<file path="src/rtl/rv_pkg.sv">
// rv_pkg: shared register-file definitions for the writeback slice.
//   XLEN        - datapath width
//   REG_ADDR_W  - register address width (32 architectural registers)
//   reg_addr_t  - register index type
//   wb_entry_t  - one buffered result: destination register plus data
package rv_pkg;

  localparam int XLEN       = 32;
  localparam int REG_ADDR_W = 5;
  localparam int NUM_REGS   = 32;

  typedef logic [REG_ADDR_W-1:0] reg_addr_t;

  typedef struct packed {
    reg_addr_t       rd;
    logic [XLEN-1:0] data;
  } wb_entry_t;

endpackage

</file>
<file path="src/rtl/wb_fifo.sv">
// wb_fifo: small synchronous FIFO of writeback entries.
//   i_clk / i_rst   - clock, asynchronous active-low reset (clears pointers/count)
//   i_push          - write i_push_entry at the tail (ignored when full, unless popping)
//   i_pop           - drop the head entry (ignored when empty)
//   o_head          - current head entry, valid whenever o_empty is low
//   o_full/o_empty  - occupancy flags
// The head is read combinationally so the owner can commit it in the same
// cycle it is presented. A pushed entry becomes visible one cycle later.
module wb_fifo
  import rv_pkg::*;
#(
  parameter int DEPTH = 2
) (
  input  logic      i_clk,
  input  logic      i_rst,
  input  logic      i_push,
  input  wb_entry_t i_push_entry,
  input  logic      i_pop,
  output wb_entry_t o_head,
  output logic      o_full,
  output logic      o_empty
);

  localparam int PTR_W = $clog2(DEPTH);
  localparam int CNT_W = PTR_W + 1;

  logic [PTR_W-1:0] wr_ptr_q, wr_ptr_d;
  logic [PTR_W-1:0] rd_ptr_q, rd_ptr_d;
  logic [CNT_W-1:0] count_q, count_d;
  logic             do_push, do_pop;

  wb_entry_t mem [DEPTH];

  assign o_empty = (count_q == '0);
  assign o_full  = (count_q == CNT_W'(DEPTH));
  assign o_head  = mem[rd_ptr_q];

  // A push into a full FIFO is legal when the head leaves in the same cycle.
  assign do_pop  = i_pop & ~o_empty;
  assign do_push = i_push & (~o_full | do_pop);

  always_comb begin
    wr_ptr_d = wr_ptr_q;
    rd_ptr_d = rd_ptr_q;
    count_d  = count_q;
    // DEPTH is a power of two, so pointer overflow is the modulo wrap.
    if (do_push) wr_ptr_d = wr_ptr_q + 1'b1;
    if (do_pop)  rd_ptr_d = rd_ptr_q + 1'b1;
    case ({do_push, do_pop})
      2'b10:   count_d = count_q + 1'b1;
      2'b01:   count_d = count_q - 1'b1;
      default: count_d = count_q;
    endcase
  end

  always_ff @(posedge i_clk or negedge i_rst) begin
    if (!i_rst) begin
      wr_ptr_q <= '0;
      rd_ptr_q <= '0;
      count_q  <= '0;
    end else begin
      wr_ptr_q <= wr_ptr_d;
      rd_ptr_q <= rd_ptr_d;
      count_q  <= count_d;
    end
  end

  // Storage is not reset: stale contents are unreachable once count is zero.
  always_ff @(posedge i_clk) begin
    if (do_push) mem[wr_ptr_q] <= i_push_entry;
  end

endmodule

</file>
<file path="src/rtl/rf_writeback.sv">
// rf_writeback: write-side companion of the 32x32 register file.
//   i_clk / i_rst              - clock, asynchronous active-low reset
//   i_alu_*                    - single-cycle ALU result (always wins the write port)
//   i_lsu_* / o_lsu_ready      - LSU result stream, buffered in wb_fifo
//   i_issue_valid / i_issue_rd - load issue, marks destination pending
//   i_dec_rs1/rs2/rd           - decode register addresses
//   i_rs1/2_rf_data            - regfile read data
//   o_rs1/2_data               - operands with same-cycle commit bypass
//   o_stall                    - decode hold on load-use / WAW with pending load
//   o_rd_wren/addr/data        - regfile write port
module rf_writeback
  import rv_pkg::*;
#(
  parameter int FIFO_DEPTH = 2,
  parameter int XLEN       = rv_pkg::XLEN
) (
  input  logic            i_clk,
  input  logic            i_rst,
  input  logic            i_alu_valid,
  input  logic [4:0]      i_alu_rd,
  input  logic [XLEN-1:0] i_alu_data,
  input  logic            i_lsu_valid,
  output logic            o_lsu_ready,
  input  logic [4:0]      i_lsu_rd,
  input  logic [XLEN-1:0] i_lsu_data,
  input  logic            i_issue_valid,
  input  logic [4:0]      i_issue_rd,
  input  logic [4:0]      i_dec_rs1,
  input  logic [4:0]      i_dec_rs2,
  input  logic [4:0]      i_dec_rd,
  input  logic [XLEN-1:0] i_rs1_rf_data,
  input  logic [XLEN-1:0] i_rs2_rf_data,
  output logic [XLEN-1:0] o_rs1_data,
  output logic [XLEN-1:0] o_rs2_data,
  output logic            o_stall,
  output logic            o_rd_wren,
  output logic [4:0]      o_rd_addr,
  output logic [XLEN-1:0] o_rd_data
);

  wb_entry_t fifo_head;
  wb_entry_t push_entry;
  logic      fifo_full, fifo_empty, fifo_pop, fifo_push;
  logic      lsu_commit, commit;

  logic [NUM_REGS-1:0] busy_q, busy_d;

  assign push_entry = '{rd: i_lsu_rd, data: i_lsu_data};

  // The FIFO head only commits when the ALU is idle.
  assign lsu_commit = ~i_alu_valid & ~fifo_empty;
  assign fifo_pop   = lsu_commit;
  assign commit     = i_alu_valid | lsu_commit;

  assign o_lsu_ready = ~fifo_full | fifo_pop;
  assign fifo_push   = i_lsu_valid & o_lsu_ready;

  wb_fifo #(.DEPTH(FIFO_DEPTH)) u_fifo (
    .i_clk        (i_clk),
    .i_rst        (i_rst),
    .i_push       (fifo_push),
    .i_push_entry (push_entry),
    .i_pop        (fifo_pop),
    .o_head       (fifo_head),
    .o_full       (fifo_full),
    .o_empty      (fifo_empty)
  );

  // Write port: a commit to x0 still selects (and pops) but never writes.
  always_comb begin
    o_rd_addr = '0;
    o_rd_data = '0;
    if (i_alu_valid) begin
      o_rd_addr = i_alu_rd;
      o_rd_data = i_alu_data;
    end else if (lsu_commit) begin
      o_rd_addr = fifo_head.rd;
      o_rd_data = fifo_head.data;
    end
    o_rd_wren = commit & (o_rd_addr != '0);
  end

  // Scoreboard: a new issue to the same register overrides the retiring load.
  always_comb begin
    busy_d = busy_q;
    if (lsu_commit) busy_d[fifo_head.rd] = 1'b0;
    if (i_issue_valid) busy_d[i_issue_rd] = 1'b1;
    busy_d[0] = 1'b0;
  end

  always_ff @(posedge i_clk or negedge i_rst) begin
    if (!i_rst) busy_q <= '0;
    else        busy_q <= busy_d;
  end

  // Bypass: the committing value reaches decode in the same cycle it is written.
  always_comb begin
    o_rs1_data = i_rs1_rf_data;
    o_rs2_data = i_rs2_rf_data;
    if (o_rd_wren && o_rd_addr == i_dec_rs1) o_rs1_data = o_rd_data;
    if (o_rd_wren && o_rd_addr == i_dec_rs2) o_rs2_data = o_rd_data;
    if (i_dec_rs1 == '0) o_rs1_data = '0;
    if (i_dec_rs2 == '0) o_rs2_data = '0;
  end

  // A source waiting on a load is released in the cycle that load commits,
  // since the bypass supplies the value. The destination check is not
  // released early so a younger write cannot land before the load.
  logic hz_rs1, hz_rs2;
  assign hz_rs1  = busy_q[i_dec_rs1] & ~(lsu_commit && fifo_head.rd == i_dec_rs1);
  assign hz_rs2  = busy_q[i_dec_rs2] & ~(lsu_commit && fifo_head.rd == i_dec_rs2);
  assign o_stall = hz_rs1 | hz_rs2 | busy_q[i_dec_rd];

endmodule

</file>
<file path="config.mk">
export PLATFORM = sky130hd
export DESIGN_NAME = rf_writeback
export DESIGN_NICKNAME = d
export VERILOG_FILES = /design/src/rtl/rv_pkg.sv /design/src/rtl/wb_fifo.sv /design/src/rtl/rf_writeback.sv
export SDC_FILE = /design/constraint.sdc
export NUM_CORES = 1
export LEC_CHECK = 0
export ABC_CLOCK_PERIOD_IN_PS = 5300
export CAP_MARGIN = 20
export CORE_UTILIZATION = 48
export DETAILED_ROUTE_END_ITERATION = 10
export MAX_ROUTING_LAYER = met4
export PLACE_DENSITY = 0.92
export SYNTH_ARGS = -nofsm -noshare
export SYNTH_HDL_FRONTEND = slang
export SYNTH_SLANG_ARGS = --single-unit
</file>
<file path="constraint.sdc">
create_clock -name i_clk -period 5.3 [get_ports i_clk]
set_input_delay 1.06 -clock i_clk [delete_from_list [all_inputs] [get_ports i_clk]]
set_output_delay 1.06 -clock i_clk [all_outputs]
set_load 0.05 [all_outputs]
</file>
# == Word-level counts from Yosys, hierarchy flattened ==
# Memory sizes are Yosys's and may differ from the RTL's.
# Cells that the tools add are included.
# word_totals
n_memories,1
wordCells,77
regBits,35
out_inout_bits,104
input_bits,163
ramBits,74
# op_classes
n_eq_ne,7
mux,23
magnitude_cmp,7
bitwise,20
add_sub_neg,4
reduce_logical,11
# memory_table
memory,words,word_bits,read_ports,rd_clocked_by_memory_dff,write_ports,line,source
u_fifo.mem,2,37,1,0,1,wb_fifo.sv:32,wb_entry_t mem [DEPTH];
# op_table
op,count
$mux 32,8
$and 32x32->32,1
$not 32->32,1
$or 32x32->32,1
$lt 5x6->1 const B,5
$eq 5x5->1,4
$bmux 1 s5,3
$demux 1 s5,2
$ge 5x1->1 const B,2
$logic_not 5->1,2
$mux 5,2
$and 1x1->1,7
$mux 1,7
$logic_and 1x1->1,6
$not 1->1,5
$or 1x1->1,5
$reduce_bool 5->1,1
$eq 2x2->1 const B,2
$pmux 2 s2,1
$add 1x1->1 const B,2
$add 2x1->2 const B,1
$eq 2x1->1 const B,1
$logic_not 2->1,1
$reduce_bool 2->1,1
$sub 2x1->2 const B,1

# == Logic depth before layout (Yosys ltp) ==
# Gate-level depths: netlist (run 1).
# depth
word_depth,10
mapped_depth,9
ltp_nobuf,6

# == Cells and area by module ==
# From an unflattened synthesis (run 1), not the netlist that was laid out.
# hier_totals
cells_unflattened,667
hier_area_um2,7244.4
# modules_own_cells
module,instances,area_per_inst_um2,cells_per_inst,seq_area_each_um2
rf_writeback,1,4357.9,528,775.7
wb_fifo,1,2886.5,139,2322.2

# == Least setup slack after synthesis (run 1) ==
# Ideal clock, no wire load.
# synth_path
kind,input -> output
from,input port i_alu_valid
to,output port o_rs2_data[0]
required_ns,4.240
path_stages,6
arrival_time_ns,3.752
path_buffers,0
slack_ns,0.488
path_cell_list,o21bai_4 -> o21ai_1 -> xor2_1 -> nor3_2 -> and2_4 -> o21ai_0
# synth_via
elab_chain_cells,9
elab_cells_between_ends,13
cone_classes,eq/ne (1); mux (6); bitwise (4); reduce/logical (2)
# synth_rtl
element,line,source
"start, declared",rf_writeback.sv:19,"input logic i_alu_valid,"
$not 1->1,rf_writeback.sv:51,assign lsu_commit = ~i_alu_valid & ~fifo_empty;
$and 1x1->1,rf_writeback.sv:51,
$mux 5,rf_writeback.sv:76,end else if (lsu_commit) begin
$mux 5 *,rf_writeback.sv:73,if (i_alu_valid) begin
named net o_rd_addr[0],rf_writeback.sv:37,"output logic [4:0] o_rd_addr,"
$reduce_bool 5->1,rf_writeback.sv:80,o_rd_wren = commit & (o_rd_addr != '0);
$and 1x1->1,rf_writeback.sv:80,
$logic_and 1x1->1 *,rf_writeback.sv:101,if (o_rd_wren && o_rd_addr == i_dec_rs2) o_rs2_data = o_rd_data;
$mux 32 *,rf_writeback.sv:101,
$mux 32 *,rf_writeback.sv:103,if (i_dec_rs2 == '0) o_rs2_data = '0;
"end, declared",rf_writeback.sv:34,"output logic [XLEN-1:0] o_rs2_data,"
# The timed path passes the listed nets; every way through them passes the cells marked *.

# == Worst setup path in the final report (run 1) ==
# layout_path
from,input port i_dec_rs2[1]
to,output port o_stall
# layout_via
elab_chain_cells,6
elab_cells_between_ends,8
cone_classes,eq/ne (1); mux (2); bitwise (4); reduce/logical (1)
# layout_rtl
element,line,source
"start, declared",rf_writeback.sv:29,"input logic [4:0] i_dec_rs2,"
"parallel branches: the longest is 3 deep, another holds $bmux 1 s5",-,
$and 1x1->1 *,rf_writeback.sv:111,assign hz_rs2 = busy_q[i_dec_rs2] & ~(lsu_commit && fifo_head.rd == i_dec_rs2);
$or 1x1->1 * (2 in a row),rf_writeback.sv:112,assign o_stall = hz_rs1 | hz_rs2 | busy_q[i_dec_rd];
"end, declared",rf_writeback.sv:35,"output logic o_stall,"
# Every way passes the cells marked *. The select of a mux whose other input is x is not followed.

==> out/results.tsv, run 1 <==
metric	value	unit
ys.flop_type	edfxtp_1	
cts_made_buffers	9	
cap_violations	0	
io_pins	267	
antenna_cells	0	
avgSynthCellArea	10.16	um^2
irDropWorstVdd	0.2613	mV
worstMarginPinSlew	0.9403	ns
synth_adder_area_share	0.001854	
fin_skew	0.009516	ns
first_iter_violations	799	
cp-start-kind	input pin	
max_freq	197.6	MHz
cts_sinks	109	
ff_latch_area	3099	um^2
clk_pin_slew	0.08	ns
setup-tns-final	0	ns
ctsRootBufferMaster	clkbuf_16	
vias	6624	
area_growth_syn_to_layout	44.58	%
synth-simple-area-share	0.1595	
arrival	4.00	ns
cpPeakStageDelay	0.79	ns
rows	42	
yosys_warnings	0	
final_cell_count_no_fill	1096	
end_kind	primary output	
antenna_found_initial	0	
clk_latency	0.34	ns
ctsHoldBuffers	0	
min_period	5.060	ns
core	13450	um^2
multiInputGateArea	3435	um^2
grt_pass1_wl	35.89	mm
crit_path_cell_trace	clkdlybuf4s50_1, mux4_2, mux2_2, nand2_1, o311ai_0, o311ai_0, o211ai_1, clkdlybuf4s50_1	
io_buffers	266	
rsz0062_at_grt	no	
setup_ws	0.2404	ns
drc	0	
grt_usage	0.3410	
postCtsSetupBuffers	0	
htreeDepth	3	
die_w	120.6	um
netlist_area	6748	um^2
slew_headroom	0.3731	
path_class	input pin to primary output	
hold_viol_final	0	
ctsResizeCount	0	
dp_cells	1079	
viasPerCell	6.044	
post-route-period-util	0.9546	
synth.net_count	828	
synth_top_family_by_area	compound AO/OA/AOI/OAI gates	
ys_async_sr_fraction	0.3211	
slew_violations	0	
synth.area.mux_share	0.1493	
finalSetupViolations	0	
yosysUniqueCellTypes	48	
die_area	14540	um^2
status	finished clean	
fillerInstances	963	
synth_xor_area_frac	0.03245	
grt_pass1_vias	6414	
start_util	0.5016	
drt-wirelength-per-cell	22.25	um
worst-path-max-fanout	11	
cp_top_family	buffers and inverters	
wirelength	24.39	mm
ys_seq_area_frac	0.4591	
critical-path-slowest-cell	clkdlybuf4s50_1	
min_path_type	flop to flop	
leakagePower	0.003773	uW
dpl_cell_area	9428	um^2
whs	0.5532	ns
grt_overflow	0	
synth-edff-count	74	
cts_buffer_depth	2	
synth_compound_area_frac	0.1619	
synth-seq-cells	109	
fin_area	9756	um^2
ant_nets	0	
path_buf_inv	2	
die_h	120.6	um
drt_pass1_iterations	8	
grt_max_degree	40	
drive_gt1_frac	0.1957	
cts_tree	yes	
dp_hpwl	17.71	mm
cp.required	4.24	ns
routabilityCongestion	1.049	
nets	1079	
dp_slack	0.3006	ns
syn_inst	664	
powerDensity	449.7	nW/um^2
==> report_power, final <==
group          total, uW  internal (uW)  switching [uW]
logic               2220            836            1380
clock network        681            370             311
registers           1490           1190             298
total               4390           2390            1990
==> stage by stage <==
step,util,total power [uW]
after global routing,0.7252,4549
after CTS,0.7237,4338
after global placement,0.7008,3626
final,0.7252,4387
after detailed placement,0.7008,3660
after floorplan,-,2840
==> layout by cell type, fill, tap and decap left out, types with 4 or more instances in the layout <==
cell	n
buf_4	86
clkbuf_16	10
clkdlybuf4s50_1	201
dfrtp_1	34
edfxtp_1	74
mux2_2	5
mux2i_1	45
mux4_2	20
nand2_1	113
nand3_1	70
nand3b_1	8
nor2_1	7
nor2b_1	4
nor3_4	4
o21ai_0	99
o21ai_1	32
o21ai_2	32
or3_1	4
xnor2_1	9
xor2_1	16
==> final cells by class <==
| cell class | instances | area share |
|---|---|---|
| sequential | 109 | 0.3177 |
| clock inverter | 5 | 0.004489 |
| inverter | 3 | 0.001154 |
| tap | 176 | 0.02257 |
| multi-input combinational | 503 | 0.3521 |
| timing repair buffer | 289 | 0.2750 |
| clock buffer | 11 | 0.02706 |
==> metal layers <==
| metal | GRT usage | wire length, um |
|---|---|---|
| met1 | 0.4271 | 9185 |
| met5 | - | 0 |
| met2 | 0.5370 | 11740 |
| met4 | 0.1319 | 757 |
| met3 | 0.08208 | 2704 |
==> state kept, by name, indices dropped and copies added (netlist names) <==
name,cells
busy_q,31
u_fifo.count_q,2
u_fifo.mem,74
u_fifo.rd_ptr_q,1
u_fifo.wr_ptr_q,1
==> cells by family (layout without fill, tap and decap cells) <==
logic type	after synthesis	after routing
buffers and inverters	52	308
multiplexers	73	73
AO/OA/AOI/OAI	179	179
adder cells (fa/ha/maj)	1	1
flip-flops	109	109
AND/OR/NAND/NOR	225	225
XOR/XNOR	25	25
==> cell usage after synthesis (4+ instances only) <==
| master | count | area share |
|---|---|---|
| buf_2 | 11 | 0.0082 |
| nor2b_1 | 4 | 0.0037 |
| mux2i_1 | 45 | 0.067 |
| o21ai_1 | 32 | 0.024 |
| xor2_1 | 16 | 0.021 |
| clkbuf_1 | 30 | 0.017 |
| dfrtp_1 | 35 | 0.13 |
| nand2_1 | 113 | 0.063 |
| nand3_1 | 70 | 0.052 |
| mux2_2 | 5 | 0.0083 |
| mux4_2 | 20 | 0.067 |
| nand3b_1 | 8 | 0.0089 |
| or3_1 | 4 | 0.0037 |
| xnor2_1 | 9 | 0.012 |
| o21ai_0 | 99 | 0.073 |
| buf_6 | 4 | 0.0067 |
| edfxtp_1 | 74 | 0.33 |
| nor2_1 | 8 | 0.0045 |
| o21ai_2 | 32 | 0.042 |
==> path summary, 6_finish.rpt <==
path | start | slack [ns] | to | cells after the start
max | i_dec_rs2[1] | 0.24 | o_stall | 8
min | u_fifo.wr_ptr_q$_DFFE_PN0P_ | 0.55 | u_fifo.wr_ptr_q$_DFFE_PN0P_ | 1
max reg2reg | u_fifo.count_q[0]$_DFFE_PN0P_ | 2.98 | u_fifo.count_q[1]$_DFFE_PN0P_ | 6
min reg2reg | u_fifo.wr_ptr_q$_DFFE_PN0P_ | 0.55 | u_fifo.wr_ptr_q$_DFFE_PN0P_ | 1
max in group asynchronous | i_rst | 3.83 | u_fifo.rd_ptr_q$_DFFE_PN0P_ | 2
min in group asynchronous | i_rst | 1.12 | busy_q[16]$_DFF_PN0_ | 2
No activity file was read; power rests on OpenSTA's default activity.
==> inputs of run 2 (changes only) <==
--- a/config.mk
+++ b/config.mk
@@ -9,7 +9,7 @@
 export CAP_MARGIN = 20
 export CORE_UTILIZATION = 48
 export DETAILED_ROUTE_END_ITERATION = 10
-export MAX_ROUTING_LAYER = met4
+export GPL_ROUTABILITY_DRIVEN = 0
 export PLACE_DENSITY = 0.92
 export SYNTH_ARGS = -nofsm -noshare
 export SYNTH_HDL_FRONTEND = slang
==> run 2 against run 1 <==
  * Highest routed layer unchanged
  * Sequential share of layout area is 0.11 points higher
  * Non-clock buffer count fell by 3
  * Combinational power barely moved
  * First-iteration DRC count up 14%
  * Sequential cell count stayed put
  * Critical path depth down 2
  * Clock power down 0.7%
  * Count of clock-buffer cells in the layout decreased by 2
==> out/results.tsv, run 2 (synthesized netlist as in run 1, its figures left out) <==
metric	value	unit	change
grt.met2_usage	0.5320		-0.005029
area_growth_syn_to_layout	44.08	%	
postCtsSetupBuffers	0		unchanged
cts_buffer_depth	2		unchanged
cp.required	4.24	ns	about the same
start_util	0.5016		unchanged
clk_pin_slew	0.07	ns	about the same
post-route-period-util	0.9468		-0.007801
final_cell_mix	clkdlybuf4s50_1, nand2_1, o21ai_0		
nets	1076		-0.28%
antenna_found_initial	0		unchanged
drt-wirelength-per-cell	22.28	um	+0.11%
cap_violations	0		unchanged
grt_overflow	0		unchanged
drive_gt1_frac	0.1910		-0.004604
gr-usage-met3	0.08208		unchanged
arrival	3.96	ns	-0.04 ns
cp-start-kind	input pin		
busiest_layer	met2		
max_freq	199.3	MHz	+0.82%
rows	42		unchanged
fin_area	9722	um^2	-0.35%
irDropWorstVdd	0.2772	mV	+6.1%
finalSetupViolations	0		unchanged
hold_viol_final	0		unchanged
leakagePower	0.003749	uW	-0.63%
utilization	0.7227		-0.002511
slew_headroom	0.3691		-0.004074
powerDensity	451.6	nW/um^2	+0.43%
ant_nets	0		unchanged
ctsRootBufferMaster	clkbuf_16		
die_w	120.6	um	unchanged
worstMarginPinSlew	0.9464	ns	+0.006110 ns
drt_pass1_iterations	6		-2
grt_pass1_wl	36.26	mm	+1.0%
dpl_cell_area	9405	um^2	-0.24%
htreeDepth	3		unchanged
dp_hpwl	17.86	mm	+0.88%
grt_max_degree	40		unchanged
grt_usage	0.3302		-0.01078
setup-tns-final	0	ns	unchanged
io_buffers	266		unchanged
ctsHoldBuffers	0		unchanged
die_h	120.6	um	unchanged
status	finished clean		
largest-register	u_fifo.mem		
min_period	5.018	ns	-0.04135 ns
cts_made_buffers	9		unchanged
reg_top3	u_fifo.mem (74), busy_q (31), u_fifo.count_q (2)		
core	13450	um^2	unchanged
min_path_type	flop to flop		
grt_util_met1	0.4275		+0.0004532
cts_tree	yes		
vias	6754		+2.0%
cts_sinks	109		unchanged
end_kind	primary output		
layout_commonest_cell	clkdlybuf4s50_1		
rsz0062_at_grt	no		
io_pins	267		unchanged
die_area	14540	um^2	unchanged
clk_latency	0.34	ns	about the same
largest_reg_flops	74		unchanged
fin_skew	0.009218	ns	-0.0002986 ns
grt_pass1_vias	6509		+1.5%
ctsResizeCount	0		unchanged
worst-path-max-fanout	12		+1
slew_violations	0		unchanged
first_iter_violations	909		+14%
wirelength	24.33	mm	-0.26%
viasPerCell	6.185		+2.3%
drc	0		unchanged
antenna_cells	0		unchanged
path_class	input pin to primary output		
run 2: layer usage:
metal	wire (um)	vias up	share of wire
li1	-	2954	-
met1	8861	3122	0.36
met2	11540	580	0.47
met3	2946	98	0.12
met4	977	0	0.040
met5	0	-	0
run 2: critical path, cell delays in order:
cell	delay, ns
clkdlybuf4s50_1	0.84
mux4_2	0.58
mux4_2	0.48
mux2i_1	0.14
o211ai_1	0.11
clkdlybuf4s50_1	0.74
run 2: layout make-up:
class | instances | area [um^2]
well taps | 176 | 220.2
clock buffers | 9 | 225.2
clock inverters | 6 | 71.32
flip-flops and latches | 109 | 3099
repair buffers | 286 | 2660
fillers | 953 | 3731
inverters | 3 | 11.26
multi-input cells | 503 | 3435
run 2: path summary, 6_finish.rpt:
| kind | start | endpoint | slack, ns | cells past startpoint |
|---|---|---|---|---|
| setup / recovery | i_dec_rs1[0] | o_stall | 0.28 | 6 |
| hold / removal | u_fifo.count_q[1]$_DFFE_PN0P_ | u_fifo.count_q[1]$_DFFE_PN0P_ | 0.58 | 1 |
| setup reg to reg | u_fifo.rd_ptr_q$_DFFE_PN0P_ | busy_q[25]$_DFF_PN0_ | 2.91 | 5 |
| hold reg to reg | u_fifo.count_q[1]$_DFFE_PN0P_ | u_fifo.count_q[1]$_DFFE_PN0P_ | 0.58 | 1 |
| max in group asynchronous | i_rst | u_fifo.rd_ptr_q$_DFFE_PN0P_ | 3.84 | 2 |
| min in group asynchronous | i_rst | busy_q[13]$_DFF_PN0_ | 1.13 | 2 |
run 2: power breakdown:
group          internal, uW  leakage (uW)  switching (uW)
Sequential             1190       0.00111             292
Combinational           832       0.00249            1400
Clock                   369      0.000145             307
run 2: metrics by stage:
step,instances,worst slack [ns],total power (uW),hold WS [ns]
finish,1092,0.2817,4391,0.5818
CTS,1091,0.2889,4331,0.5836
global route,1092,0.2426,4532,0.5951
global placement,1076,0.3527,3595,0.5308
detailed placement,1076,0.3212,3657,0.5705
floorplan,664,0.4880,2840,0.4608
